<file path="config.mk">
export PLATFORM = sky130hd
export DESIGN_NAME = instruction_fetch
export DESIGN_NICKNAME = d
export VERILOG_FILES = /design/src/rtl/instruction_fetch.sv
export SDC_FILE = /design/constraint.sdc
export NUM_CORES = 1
export LEC_CHECK = 0
export ABC_AREA = 1
export BUFFER_PORTS_ARGS = -buffer_cell sky130_fd_sc_hd__buf_2
export CAP_MARGIN = 10
export CORE_UTILIZATION = 43
export CTS_BUF_LIST = sky130_fd_sc_hd__clkbuf_8
export DETAILED_ROUTE_END_ITERATION = 12
export PLACE_DENSITY = 0.63
export REMOVE_ABC_BUFFERS = 1
export SLEW_MARGIN = 20
export SYNTH_ARGS = -nofsm -noshare
export SYNTH_HDL_FRONTEND = slang
export SYNTH_SLANG_ARGS = --single-unit
</file>
<file path="constraint.sdc">
create_clock -name i_clk -period 10.2 [get_ports i_clk]
set_input_delay 2.04 -clock i_clk [delete_from_list [all_inputs] [get_ports i_clk]]
set_output_delay 2.04 -clock i_clk [all_outputs]
set_load 0.02 [all_outputs]
</file>
<file path="src/rtl/instruction_fetch.sv">
// instruction_fetch: owns the PC, issues imem requests and buffers PC-tagged words in an in-order FWFT FIFO
module instruction_fetch #(
  parameter int WIDTH = 32,
  parameter logic [WIDTH-1:0] RESET_PC = '0,
  parameter int FIFO_DEPTH = 4
) (
  input  logic             i_clk,
  input  logic             i_rst,
  output logic             o_imem_req_valid,
  output logic [WIDTH-1:0] o_imem_addr,
  input  logic             i_imem_req_ready,
  input  logic             i_imem_rsp_valid,
  input  logic [WIDTH-1:0] i_imem_rsp_data,
  input  logic             i_redirect,
  input  logic [WIDTH-1:0] i_redirect_pc,
  output logic             o_inst_valid,
  output logic [WIDTH-1:0] o_instruction,
  output logic [WIDTH-1:0] o_pc,
  input  logic             i_inst_ready
);
  localparam int AW = $clog2(FIFO_DEPTH);
  localparam int CW = AW + 1;
  localparam logic [WIDTH-1:0] NOP = WIDTH'(32'h0000_0013);
  logic [WIDTH-1:0] r_pc;
  logic [CW-1:0]    r_count;
  logic [CW-1:0]    r_out;
  logic [CW-1:0]    r_drop;
  logic [AW-1:0]    r_rd;
  logic [AW-1:0]    r_wr;
  logic [WIDTH-1:0] r_mem_pc [FIFO_DEPTH];
  logic [WIDTH-1:0] r_mem_data [FIFO_DEPTH];
  logic             w_accept;
  logic             w_rsp;
  logic             w_push;
  logic             w_pop;
  logic             w_room;
  logic [WIDTH-1:0] w_tag;
  // Outstanding plus buffered never exceeds the FIFO size, so every response has a slot
  assign w_room = ({1'b0, r_count} + {1'b0, r_out}) < (CW+1)'(FIFO_DEPTH);
  assign o_imem_req_valid = !i_rst && !i_redirect && w_room;
  assign o_imem_addr = r_pc;
  assign w_accept = o_imem_req_valid && i_imem_req_ready;
  assign w_rsp = i_imem_rsp_valid && (r_out != '0);
  assign w_push = w_rsp && (r_drop == '0) && !i_redirect;
  assign o_inst_valid = (r_count != '0);
  assign w_pop = o_inst_valid && i_inst_ready && !i_redirect;
  // Live in-flight requests are the r_out words fetched contiguously just before r_pc
  assign w_tag = r_pc - (WIDTH'(r_out) << 2);
  assign o_instruction = o_inst_valid ? r_mem_data[r_rd] : NOP;
  assign o_pc = o_inst_valid ? r_mem_pc[r_rd] : '0;
  // PC, in-flight/drop accounting and FIFO pointers; redirect flushes and squashes in-flight words
  always_ff @(posedge i_clk or posedge i_rst) begin
    if (i_rst) begin
      r_pc    <= RESET_PC;
      r_count <= '0;
      r_out   <= '0;
      r_drop  <= '0;
      r_rd    <= '0;
      r_wr    <= '0;
    end else begin
      r_pc    <= i_redirect ? (i_redirect_pc & ~WIDTH'(3)) : w_accept ? r_pc + WIDTH'(4) : r_pc;
      r_out   <= r_out + CW'(w_accept) - CW'(w_rsp);
      r_drop  <= i_redirect ? r_out - CW'(w_rsp) : r_drop - CW'(w_rsp && (r_drop != '0));
      r_count <= i_redirect ? '0 : r_count + CW'(w_push) - CW'(w_pop);
      r_wr    <= r_wr + AW'(w_push);
      r_rd    <= i_redirect ? r_wr : r_rd + AW'(w_pop);
    end
  end
  // Entry storage needs no reset; validity comes from r_count
  always_ff @(posedge i_clk) begin
    if (w_push) begin
      r_mem_pc[r_wr]   <= w_tag;
      r_mem_data[r_wr] <= i_imem_rsp_data;
    end
  end
endmodule

</file>
---- After elaboration in Yosys (flattened, before gate mapping) ----
Memory sizes are Yosys's and may differ from the RTL's.
Cells that the tools add are included.
storage, ports and cells
  register bits ........................... 45
  bits in writable memories ............... 256
  input bits .............................. 70
  output and inout bits ................... 98
  logic and storage cells ................. 45
  memories kept ........................... 2
operators by class
  add/subtract/negate cells ............... 11
  $lt $le $gt $ge ......................... 1
  mux-type cells .......................... 9
  reductions and logical operators ........ 16
memory list
  name        depth  width  read ports  clocked after memory_dff  write ports  RTL line  text
  r_mem_data  4      32     1           0                         1            31        logic [WIDTH-1:0] r_mem_data [FIFO_DEPTH];
  r_mem_pc    4      32     1           0                         1            30        logic [WIDTH-1:0] r_mem_pc [FIFO_DEPTH];
operators with widths
  operator                 count
  $mux W32                 4
  $add A32 B3 Y32 const B  1
  $sub A32 B5 Y32          1
  $sub A3 B1 Y3            4
  $logic_and A1 B1 Y1      9
  $reduce_bool A3 Y1       3
  $add A3 B1 Y3            2
  $mux W3                  2
  $add A2 B1 Y2            2
  $add A3 B3 Y4            1
  $lt A4 B3 Y1 const B     1
  $logic_not A3 Y1         1
  $logic_not A1 Y1         2
  $mux W1                  2
  $mux W2                  1
  $reduce_bool A2 Y1       1

---- Depth between registers and ports, before layout ----
  depth after elaboration ................. 7
  mapped depth ............................ 13
  gate-level depth less buffers ........... 13

---- Worst setup path before layout ----
OpenSTA, ideal clock, no wires.
  path type ............................... input-to-reg
  start point ............................. input i_imem_rsp_valid
  end point ............................... memory r_mem_data[2][0] (enable)
  library setup time ...................... 0.559 ns
  data arrival time ....................... 6.790 ns
  slack ................................... 2.852 ns
  cell stages on the path ................. 4
  buffers on the path ..................... 0
  cells stage by stage .................... inv_1 -> a31oi_1 -> nand3_1 -> nor3_1
between the ends
  cells in the longest elaborated chain, start to end .. 5
ends and longest elaborated chain
  item                              RTL line  text
  start: declaration                12        input logic i_imem_rsp_valid,
  $logic_and A1 B1 Y1               43        assign w_rsp = i_imem_rsp_valid && (r_out != '0);
  $logic_and A1 B1 Y1 (2 in a row)  44        assign w_push = w_rsp && (r_drop == '0) && !i_redirect;
  $mux W1                           71        if (w_push) begin
  $mux W1 (implied by the code)     73        r_mem_data[r_wr] <= i_imem_rsp_data;
  end: declaration                  31
Every way passes these cells.

---- Final worst setup path ----
  start point ............................. register r_rd[0]
  end point ............................... output o_instruction[1]
between the ends
  cells in the longest elaborated chain, start to end .. 2
ends and longest elaborated chain
  item                      RTL line  text
  start: declaration        28        logic [AW-1:0] r_rd;
  start signal: assignment  66        r_rd <= i_redirect ? r_wr : r_rd + AW'(w_pop);
  $mem_v2 Z4 W32            -
  $mux W32                  49        assign o_instruction = o_inst_valid ? r_mem_data[r_rd] : NOP;
  end: declaration          17        output logic [WIDTH-1:0] o_instruction,
Every way passes these cells.

==> results.sh <==
export IMPL_seq_area_mm2=0.00853
export IMPL_outcome="complete, no violations"
export IMPL_clkLatencyLatePin_ns=0.55
export IMPL_grt_pass1_vias=9414
export IMPL_wire_per_inst_um=16.5
export IMPL_placementRows=64
export IMPL_drive_gt1_frac=0.167
export IMPL_grt_pass1_wl_um=49000
export IMPL_worst_path_max_delay_cell="dfrtp_4"
export IMPL_slew_headroom=0.370
export IMPL_crit_fanout=76
export IMPL_synth_top_family_by_area="simple AND/OR/NAND/NOR gates"
export IMPL_viasPerCell=5.11
export IMPL_io_pins=168
export IMPL_n_fill_cell=2800
export IMPL_fp_dieH_um=178
export IMPL_synth_edf_count=248
export IMPL_antenna_found_initial=0
export IMPL_synth_xor_area_share=0.0257
export IMPL_powerDensity_mw_per_mm2=260
export IMPL_synth_commonest_cells="nor2_1, edfxtp_1, nand2_1"
export IMPL_area_delta_synth_final_pct=15.0
export IMPL_drcViolationCount=0
export IMPL_insertedDiodeCount=0
export IMPL_cp_top_family="buffers and inverters"
export IMPL_finalWorstSetupSlack_ns=4.80
export IMPL_finalSetupViolCount=0
export IMPL_critical_path_max_stage_delay_ns=0.73
export IMPL_yosysMostFrequentCell="nor2_1"
export IMPL_syn_area_mm2=0.0133
export IMPL_syn_inst=1324
export IMPL_skew_ns=0.0141
export IMPL_yosys_area_share_simple=0.190
export IMPL_yosys_area_top_type="edfxtp_1"
export IMPL_place_port_buffers=161
export IMPL_yosysUniqueCellTypes=34
export IMPL_via_count=9757
export IMPL_die_area_mm2=0.0317
export IMPL_tns_ns=0
export IMPL_synth_compound_area_frac=0.0807
export IMPL_clk_path_buf_depth=3
export IMPL_path_class="reg2out"
export IMPL_synthFlopType="edfxtp_1"
export IMPL_avgSynthCellArea_um2=10.1
export IMPL_cts_resized=0
export IMPL_cp_arrival_ns=3.36
export IMPL_period_share=0.529
export IMPL_synthAdderAreaFrac=0.0195
export IMPL_hold_path_class="reg2reg"
export IMPL_cts_root_buf="clkbuf_8"
export IMPL_async_reset_ff_frac=0.148
export IMPL_wirelength_um=31500
export IMPL_required_ns=8.16
export IMPL_h_tree_depth=2
export IMPL_start_kind="flop"
export IMPL_fin_crit_ns=5.40
export IMPL_p_leak_nw=6.10
export IMPL_tritoncts="done"
export IMPL_fin_nets=1570
export IMPL_drv_cap=0
export IMPL_cts_buffers=49
export IMPL_core_area_mm2=0.0305
export IMPL_postCtsHoldBufs=0
export IMPL_die_w_um=178
export IMPL_synthMuxAreaShare=0.00150
export IMPL_path_common_cell="nor2_1"
export IMPL_clkTransAtPathRegs_ns=0.06
export IMPL_synth_top_area_share=0.559
export IMPL_dr_pass1_iters=6
export IMPL_track_usage=0.200
export IMPL_gp_congestion=0.892
export IMPL_start_util=0.436
export IMPL_yosys_top_cells_area="edfxtp_1, nor2_1, dfrtp_1"
export IMPL_fmax_mhz=185
export IMPL_cp_num_buf_inv=3
export IMPL_drtAntennaViolNets=0
export IMPL_synth_warning_count=0
export IMPL_postCtsSetupBuffers=0
export IMPL_hold_viol_final=0
export IMPL_fin_hold_ws_ns=0.494
export IMPL_synth_seq_cells=291
export IMPL_dp_hpwl_um=18700
export IMPL_grt_overflow_total=0
export IMPL_dp_slack_ns=4.81
export IMPL_rsz0062_at_grt="no"
export IMPL_drt_iter0_markers=615
export IMPL_ys_seq_area_frac=0.640
export IMPL_cts_sinks=291
export IMPL_multi_input_area_mm2=0.00427
export IMPL_grt_max_degree=77
export IMPL_ir_worst_vdd_v=0.000184
export IMPL_tightest_slew_ns=0.945
export IMPL_finalMaxSlewViolations=0
export IMPL_end_kind="primary output"
export IMPL_cp_cell_sequence="inv_2 -> buf_4 -> nor2_1 -> nor2_1 -> o21ai_0 -> o311ai_0 -> buf_2"
flip-flops by register name, indices dropped and copies added (netlist names):
name         count
r_drop           3
o_imem_addr     30
r_mem_data     128
r_out            3
r_count          3
r_wr             2
r_mem_pc       120
r_rd             2
routing by layer:
metal  track usage  share of wire
met5             0              0
met4        0.0598          0.022
met3        0.0382          0.062
met2         0.326           0.46
met1         0.271           0.46
cell usage in the layout (no fill, tap or decap), types with 13 or more instances in the layout:
cell      netlist  layout
nor2_1        350     349
o21ai_0       131     131
inv_1          62      80
ha_1           16      16
buf_4           5      13
xor2_1         28      28
nand3_1        53      53
a21oi_1        63      63
buf_2          27     161
clkbuf_8        0      52
edfxtp_1      248     248
dfrtp_1        43      41
nand2_1       191     191
path summary, 6_finish.rpt:
path | start | endpoint | slack (ns) | depth (start not counted)
worst max-delay path | r_rd[0]$_DFF_PP0_ | o_instruction[1] | 4.80 | 7
worst min-delay path | r_out[1]$_DFF_PP0_ | r_out[2]$_DFF_PP0_ | 0.49 | 1
worst max register to register | r_count[1]$_DFF_PP0_ | r_count[2]$_DFF_PP0_ | 7.31 | 12
worst min register to register | r_out[1]$_DFF_PP0_ | r_out[2]$_DFF_PP0_ | 0.49 | 1
max in group asynchronous | i_rst | r_rd[0]$_DFF_PP0_ | 8.12 | 3
min in group asynchronous | i_rst | o_imem_addr[4]$_DFFE_PP0P_ | 1.63 | 3
power breakdown:
part / total (W) / switching, W / internal, W
logic: 0.00150 / 0.00106 / 0.000440
registers: 0.00155 / 0.000127 / 0.00142
clock network: 0.000934 / 0.000442 / 0.000492
cells by family (layout without fill, tap and decap cells):
kind of cell	after synthesis	in the layout
AO/OA/AOI/OAI	208	208
AND/OR/NAND/NOR	627	627
buffers and inverters	137	325
XOR/XNOR	39	39
other	1	4
flip-flops	291	291
multiplexers	2	2
adder cells (fa/ha/maj)	19	19
through the flow:
stage / area, um2 / utilization / std cells / total power (W)
6_report: 15300 / 0.502 / 1911 / 0.00398
5_1_grt: 15300 / 0.502 / 1911 / 0.00425
4_1_cts: 15300 / 0.502 / 1911 / 0.00403
3_5_place_dp: 14400 / 0.473 / 1826 / 0.00309
3_3_place_gp: 14400 / 0.473 / 1826 / 0.00306
2_1_floorplan: 13000 / - / 1256 / 0.00252
cell type report:
cell class | count | share of cell area
clock inverter | 33 | 0.0104
inverter | 66 | 0.0162
multi-input combinational | 899 | 0.279
clock buffer | 52 | 0.0467
timing repair buffer | 174 | 0.0590
sequential | 291 | 0.557
tap | 396 | 0.0324
(Power assumes the default switching activity.)
